File: src/rtl/serial_word_assembler_pkg.sv
// Shared definitions for the serial word assembler.
// State names, bit-order constants and a clog2 helper.
package serial_word_assembler_pkg;

    typedef enum logic [1:0] {
        ST_IDLE    = 2'd0,
        ST_COLLECT = 2'd1,
        ST_LAST    = 2'd2,
        ST_STALL   = 2'd3
    } swa_state_e;

    localparam logic BIT_ORDER_LSB = 1'b0;
    localparam logic BIT_ORDER_MSB = 1'b1;

    function automatic int clog2(input int value);
        int result;
        int v;
        result = 0;
        v = value - 1;
        while (v > 0) begin
            result = result + 1;
            v = v >> 1;
        end
        return result;
    endfunction

endpackage

File: src/rtl/serial_word_assembler_bit_order_mux.sv
// Passes a word straight through or bit-reversed.
// Used on the load path to honour the word's bit order.
module bit_order_mux #(
    parameter int width = 8
) (
    input  logic             sel,
    input  logic [width-1:0] din,
    output logic [width-1:0] dout
);

    // sel = 1 mirrors the vector so bit 0 becomes the MSB
    always_comb begin
        dout = din;
        for (int i = 0; i < width; i++) begin
            dout[i] = sel ? din[width-1-i] : din[i];
        end
    end

endmodule

File: src/rtl/serial_word_assembler.sv
// Serial-to-parallel deserializer, one bit per cycle in,
// one buffered word out, LSB- or MSB-first per word.
module serial_word_assembler
    import serial_word_assembler_pkg::*;
#(
    parameter  int width = 8,
    localparam int CW    = clog2(width)
) (
    input  logic             clk,
    input  logic             reset_n,
    input  logic             clear,
    input  logic             msb_first,
    input  logic             s_bit,
    input  logic             s_valid,
    output logic             s_ready,
    output logic [width-1:0] m_data,
    output logic             m_valid,
    input  logic             m_ready,
    output logic [CW-1:0]    bit_count
);

    localparam logic [CW-1:0] LAST_CNT = CW'(width - 1);

    // Bit 0 of the word only exists once the word completes,
    // so the register keeps positions width-1 down to 1.
    logic [width-1:1] shift_q;
    logic [CW-1:0]    count;
    logic             order_q;

    logic [width-1:0] shift_next;
    logic [width-1:0] load_word;
    logic             accept;
    logic             load;
    swa_state_e       state;

    // Derive the input state from count and the output-full flag
    always_comb begin
        state = ST_COLLECT;
        unique case (1'b1)
            (count == '0):
                state = ST_IDLE;
            (count == LAST_CNT):
                state = (m_valid && !m_ready) ? ST_STALL : ST_LAST;
            default:
                state = ST_COLLECT;
        endcase
    end

    // Handshake and shift datapath; m_ready reaches s_ready on purpose
    always_comb begin
        s_ready    = !clear && (state != ST_STALL);
        accept     = s_valid && s_ready;
        load       = accept && (state == ST_LAST);
        shift_next = {s_bit, shift_q};
    end

    bit_order_mux #(
        .width (width)
    ) u_order_mux (
        .sel  (order_q),
        .din  (shift_next),
        .dout (load_word)
    );

    // Partial-word state: counter, shift register, latched bit order
    always_ff @(posedge clk or negedge reset_n) begin
        if (!reset_n) begin
            count   <= '0;
            shift_q <= '0;
            order_q <= BIT_ORDER_LSB;
        end else if (clear) begin
            count   <= '0;
            shift_q <= '0;
        end else if (load) begin
            count   <= '0;
            shift_q <= '0;
        end else if (accept) begin
            count   <= count + CW'(1);
            shift_q <= shift_next[width-1:1];
            if (state == ST_IDLE) begin
                order_q <= msb_first;
            end
        end
    end

    // One-entry output buffer; a load wins over a same-edge drain
    always_ff @(posedge clk or negedge reset_n) begin
        if (!reset_n) begin
            m_data  <= '0;
            m_valid <= 1'b0;
        end else if (clear) begin
            m_valid <= 1'b0;
        end else if (load) begin
            m_data  <= load_word;
            m_valid <= 1'b1;
        end else if (m_valid && m_ready) begin
            m_valid <= 1'b0;
        end
    end

    assign bit_count = count;

endmodule

File: config.mk
export PLATFORM = sky130hd
export DESIGN_NAME = serial_word_assembler
export DESIGN_NICKNAME = d
export VERILOG_FILES = /design/src/rtl/serial_word_assembler_pkg.sv /design/src/rtl/serial_word_assembler_bit_order_mux.sv /design/src/rtl/serial_word_assembler.sv
export SDC_FILE = /design/constraint.sdc
export NUM_CORES = 1
export LEC_CHECK = 0
export CAP_MARGIN = 20
export CORE_MARGIN = 3
export CORE_UTILIZATION = 40
export DETAILED_ROUTE_END_ITERATION = 12
export DONT_BUFFER_PORTS = 1
export GPL_ROUTABILITY_DRIVEN = 0
export PLACE_DENSITY_LB_ADDON = 0.3
export SYNTH_ARGS = -nofsm -noshare
export SYNTH_HDL_FRONTEND = slang
export SYNTH_HIERARCHICAL = 1
export SYNTH_SLANG_ARGS = --single-unit
File: constraint.sdc
create_clock -name clk -period 1.5 [get_ports clk]
set_clock_uncertainty 0.15 [all_clocks]
set_input_delay 0.3 -clock clk [delete_from_list [all_inputs] [get_ports clk]]
set_output_delay 0.3 -clock clk [all_outputs]
set_load 0.02 [all_outputs]
== Yosys cells after proc, flatten, opt, wreduce, memory -nomap -nowiden ==
Cells that the tools add are included.
Widths: inputs -> output; s select.
Storage, ports and cells
  bits in registers: 20
  input bits: 7
  bits in latches: 0
  RAM bits: 0
  memories: 0
  logic and storage cells: 43
  bits in read-only memories: 0
  output and inout port bits: 13
Cells by class
  add/subtract/negate cells: 1
  multipliers: 0
  bitwise gates (word level): 2
  magnitude comparators: 0
  reductions and logical operators: 13
  eq/ne operators: 3
  shift operators: 0
  div/mod/pow operators: 0
  muxes and demuxes: 19
Operator list (count)
  $mux 7: 3
  $mux 1: 12
  $mux 3: 3
  $reduce_bool 3->1: 2
  $logic_and 1x1->1: 5
  $pmux 2 s2: 1
  $reduce_and 4->1: 1
  $add 3x1->3 const B: 1
  $eq 3x3->1 const B: 1
  $logic_not 3->1: 1
  $eq 2x2->1 const B: 1
  $logic_not 1->1: 2
  $logic_not 2->1: 1
  $ne 2x2->1 const B: 1
  $not 1->1: 2
  $reduce_and 2->1: 1

== Logic depth before layout (Yosys ltp) ==
  word-level depth: 10
  depth in mapped cells: 6

== Hierarchy ==
Netlist, hierarchy kept.
Modules (own cells, without submodules)
  serial_word_assembler: cells an instance 72, times used 1, area an instance 958.4 um^2, seq. area each 500.5 um^2
  bit_order_mux: cells an instance 9, times used 1, area an instance 131.4 um^2, seq. area each 0.0 um^2

== Least setup slack after synthesis ==
No wires, ideal clock.
  path type: reg2reg
  start: reg count[1] (netlist: bit_count[1])
  end: reg shift_q[1] in the netlist's numbering
  data arrival time: 1632 ps
  period minus slack after synthesis: 1878 ps
  setup slack: -378 ps
  library setup time: 96 ps
  stages on the path, launching flop included: 7
  path through: dfrtp_1 -> ha_1 -> ha_1 -> inv_1 -> o31a_1 -> buf_6 -> o32ai_4
Between the ends
  cells in the longest elaborated chain, start to end: 8
  elaborated cells between the ends (all ways): 11
  those cells by class: 3 x eq/ne; 3 x mux; 5 x reduce/logical
RTL lines
  start: declaration: line serial_word_assembler.sv:27  | logic [CW-1:0] count;
  start signal: assignment: line serial_word_assembler.sv:78  | count <= count + CW'(1);
  $eq 3x3->1 / $logic_not 3->1 (equally long branches): line serial_word_assembler.sv:42, serial_word_assembler.sv:40
  $pmux 2 s2 *: line serial_word_assembler.sv:39  | unique case (1'b1)
  $ne 2x2->1: line serial_word_assembler.sv:51  | s_ready = !clear && (state != ST_STALL);
  $logic_and 1x1->1: line serial_word_assembler.sv:51
  $logic_and 1x1->1: line serial_word_assembler.sv:52  | accept = s_valid && s_ready;
  $logic_and 1x1->1: line serial_word_assembler.sv:53  | load = accept && (state == ST_LAST);
  $mux 7: line serial_word_assembler.sv:74  | end else if (load) begin
  $mux 7: line serial_word_assembler.sv:71  | end else if (clear) begin
  end signal: assignment: line serial_word_assembler.sv:79  | shift_q <= shift_next[width-1:1];
  end: declaration: line serial_word_assembler.sv:26  | logic [width-1:1] shift_q;
Every way passes the cells marked *; elsewhere a longest branch is shown, timed or not.
A chain may end at the register's enable or synchronous reset.

== Final worst setup path ==
  start: reg count[1] (netlist: bit_count[1])
  end: out s_ready
Between the ends
  cells in the longest elaborated chain, start to end: 4
  elaborated cells between the ends (all ways): 5
  those cells by class: 2 x eq/ne; 1 x mux; 2 x reduce/logical
RTL lines
  $eq 3x3->1 / $logic_not 3->1 (equally long branches): line serial_word_assembler.sv:42, serial_word_assembler.sv:40
  $pmux 2 s2 *: line serial_word_assembler.sv:39
  $ne 2x2->1 *: line serial_word_assembler.sv:51
  $logic_and 1x1->1 *: line serial_word_assembler.sv:51
  end: declaration: line serial_word_assembler.sv:15  | output logic s_ready,
Marks and branches as above.

==> impl_metrics.env <==
export IMPL_status="complete, but fails checks"
export IMPL_violations="negative setup slack"
export IMPL_rsz0062_at_grt="yes"
export IMPL_cts_tree="yes"
export IMPL_core_area_um2=2522
export IMPL_ys_seq_elements=20
export IMPL_overflow=0
export IMPL_grtUsageTotal=0.1366
export IMPL_drv_slew=0
export IMPL_initial_core_util=0.4320
export IMPL_hold_viol=0
export IMPL_grt_first_pass_wirelength_um=3498
export IMPL_num_vias=707
export IMPL_die_area_um2=3387
export IMPL_path_cells="inv_2, ha_4, mux2i_4, o31a_1"
export IMPL_synth_edf_count=0
export IMPL_syn_to_final_growth_pct=38.23
export IMPL_worstHoldPathType="in2reg"
export IMPL_antenna_found_initial=0
export IMPL_yosys_cell_types_count=22
export IMPL_criticalPathCategory="reg2out"
export IMPL_ys_top_cells_by_count="dfrtp_1 (20), mux2_4 (17), nand2_1 (10)"
export IMPL_synthTopCellsByArea="dfrtp_1 (46%), mux2_4 (23%), ha_1 (3.4%), nand2_1 (3.4%), o22ai_1 (2.9%)"
export IMPL_dp_hpwl_um=1380
export IMPL_fp_dieH_um=58.20
export IMPL_viasPerCell=5.397
export IMPL_insertion_delay_ns=0.31
export IMPL_synth_seq_area_share=0.4592
export IMPL_synth_top_area_cell="dfrtp_1"
export IMPL_wl_per_cell_um=17.10
export IMPL_num_fill_cells=196
export IMPL_hp_start="s_valid"
export IMPL_drtPass1Iterations=4
export IMPL_syn_cell_area_um2=1090
export IMPL_max_cap_violations=0
export IMPL_crit_arrival_ns=1.45
export IMPL_clk_path_buf_depth=2
export IMPL_routed_wl_um=2240
export IMPL_drive_gt1_frac=0.5842
export IMPL_drc=0
export IMPL_syn_avg_cell_area_um2=13.45
export IMPL_rr_startpoint="bit_count[1]"
export IMPL_crit_family="flip-flops"
export IMPL_timing_fmax_ghz=0.5257
export IMPL_yosysTopAreaCellShare=0.4592
export IMPL_rows=18
export IMPL_leakage_uw=0.0006732
export IMPL_port_buffers=0
export IMPL_setup_violations=20
export IMPL_fin_ws_ns=-0.4021
export IMPL_cp_max_fo=3
export IMPL_dp_cells=116
export IMPL_syn_inst=81
export IMPL_fin_tns_setup_ns=-5.737
export IMPL_cp_end_kind="output pin"
export IMPL_max_slew_margin=0.3935
export IMPL_worst_pin_slew_ns=0.9067
export IMPL_crit_start="bit_count[1]"
export IMPL_fin_hold_ws_ns=0.02653
export IMPL_numCtsBuffers=3
export IMPL_n_antenna_cell=0
export IMPL_final_cells=131
export IMPL_worstSetupStartpointType="register"
export IMPL_ys_warn_count=6
export IMPL_pin_count=20
export IMPL_clk_pin_slew_worst_paths_ns=0.13
export IMPL_cp_num_buf_inv=1
export IMPL_ir_drop_uv=564.4
export IMPL_critical_path_max_stage_delay_ns=0.46
export IMPL_drt_iter0_markers=5
export IMPL_power_density_nw_per_um2=842.9
export IMPL_grt_pass1_vias=740
export IMPL_fin_crit_sh=1.268
export IMPL_async_flop_share=1.000
export IMPL_crit_path_top_delay_cell="dfrtp_2"
export IMPL_root_buffer="clkbuf_4"
export IMPL_synth_most_common_cell="dfrtp_1"
export IMPL_ctsHtreeMaxLevel=1
export IMPL_fin_nets=112
export IMPL_grt_max_degree=21
export IMPL_cts_sinks=20
export IMPL_die_w_um=58.20
export IMPL_period_minus_slack_ns=1.902
export IMPL_synth_ff_type="dfrtp_1"
export IMPL_critPathRequiredTime_ns=1.05
export IMPL_drtAntennaViolNets=0
export IMPL_synth_fp_nets=91
what timing repair did:
item	in CTS	in global routing
hold endpoints to repair	25	1
gates resized for setup	9	11
cloned	1	0
endpoints found under the setup margin	20	20
buffers inserted	2	4
pin swaps	4	4
hold buffers	3	1
per-layer routing:
layer  vias to the layer above  share of wire  GRT usage
met5                         -              0          0
met1                       346           0.43     0.1811
met4                         0          0.014    0.02980
li1                        341              -          -
met3                         5          0.033    0.03563
met2                        15           0.53     0.2242
per-stage QoR:
stage               cell area [um2]  setup slack [ns]  utilization  total power (uW)
finish                         1506           -0.4021       0.5972              1270
global route                   1506           -0.4519       0.5972              1321
CTS                            1398           -0.3997       0.5541              1245
detailed placement             1224           -0.1667       0.4851             762.5
global placement               1224           -0.1444       0.4851             757.8
floorplan                      1140           -0.1768            -             734.5
area by class of cell:
type	count	area, um2	share of cell area
Clock buffer	3	22.52	0.01495
Clock inverter	1	30.03	0.01993
Inverter	6	25.02	0.01661
Multi-Input combinational cell	52	673.1	0.4468
Sequential cell	20	504.2	0.3347
Tap cell	30	37.54	0.02492
Timing Repair Buffer	19	214.0	0.1420
flip-flops by register name (all words and copies together), names as in the netlist:
| register | count |
|---|---|
| bit_count | 3 |
| m_data | 8 |
| m_valid | 1 |
| order_q | 1 |
| shift_q | 7 |
where the power goes:
group / switching [uW] / internal, uW
clock network: 186 / 270
logic: 91.4 / 129
registers: 39.3 / 554
total: 317 / 953
cells in the final DEF, fill, tap and decap left out, types with 2 or more instances in the layout:
cell | synthesis | final
clkbuf_4 | 0 | 3
dfrtp_2 | 0 | 3
buf_12 | 0 | 2
inv_1 | 6 | 3
mux2_4 | 17 | 18
o31a_1 | 2 | 2
inv_2 | 0 | 2
buf_6 | 2 | 5
o32ai_4 | 1 | 2
nand2_1 | 10 | 10
ha_4 | 0 | 3
o22ai_2 | 0 | 4
dfrtp_1 | 20 | 17
dlygate4sd3_1 | 0 | 4
mux2i_1 | 3 | 2
buf_4 | 0 | 7
final timing paths:
check / to / slack, ns / depth (start not counted)
worst min register to register: shift_q[1] / 0.47 / 2
worst max-delay path: s_ready / -0.40 / 4
worst max register to register: shift_q[1] / -0.33 / 7
min in group asynchronous: m_data[3] / 0.40 / 1
worst min-delay path: shift_q[1] / 0.03 / 2
max in group asynchronous: bit_count[2] / 0.18 / 1
cell families after synthesis:
group	synth area share
AO/OA/AOI/OAI	0.1102
adder cells (fa/ha/maj)	0.03445
buffers and inverters	0.04477
flip-flops	0.4592
multiplexers	0.2721
AND/OR/NAND/NOR	0.07923
No activity file was read; power rests on OpenSTA's default activity.
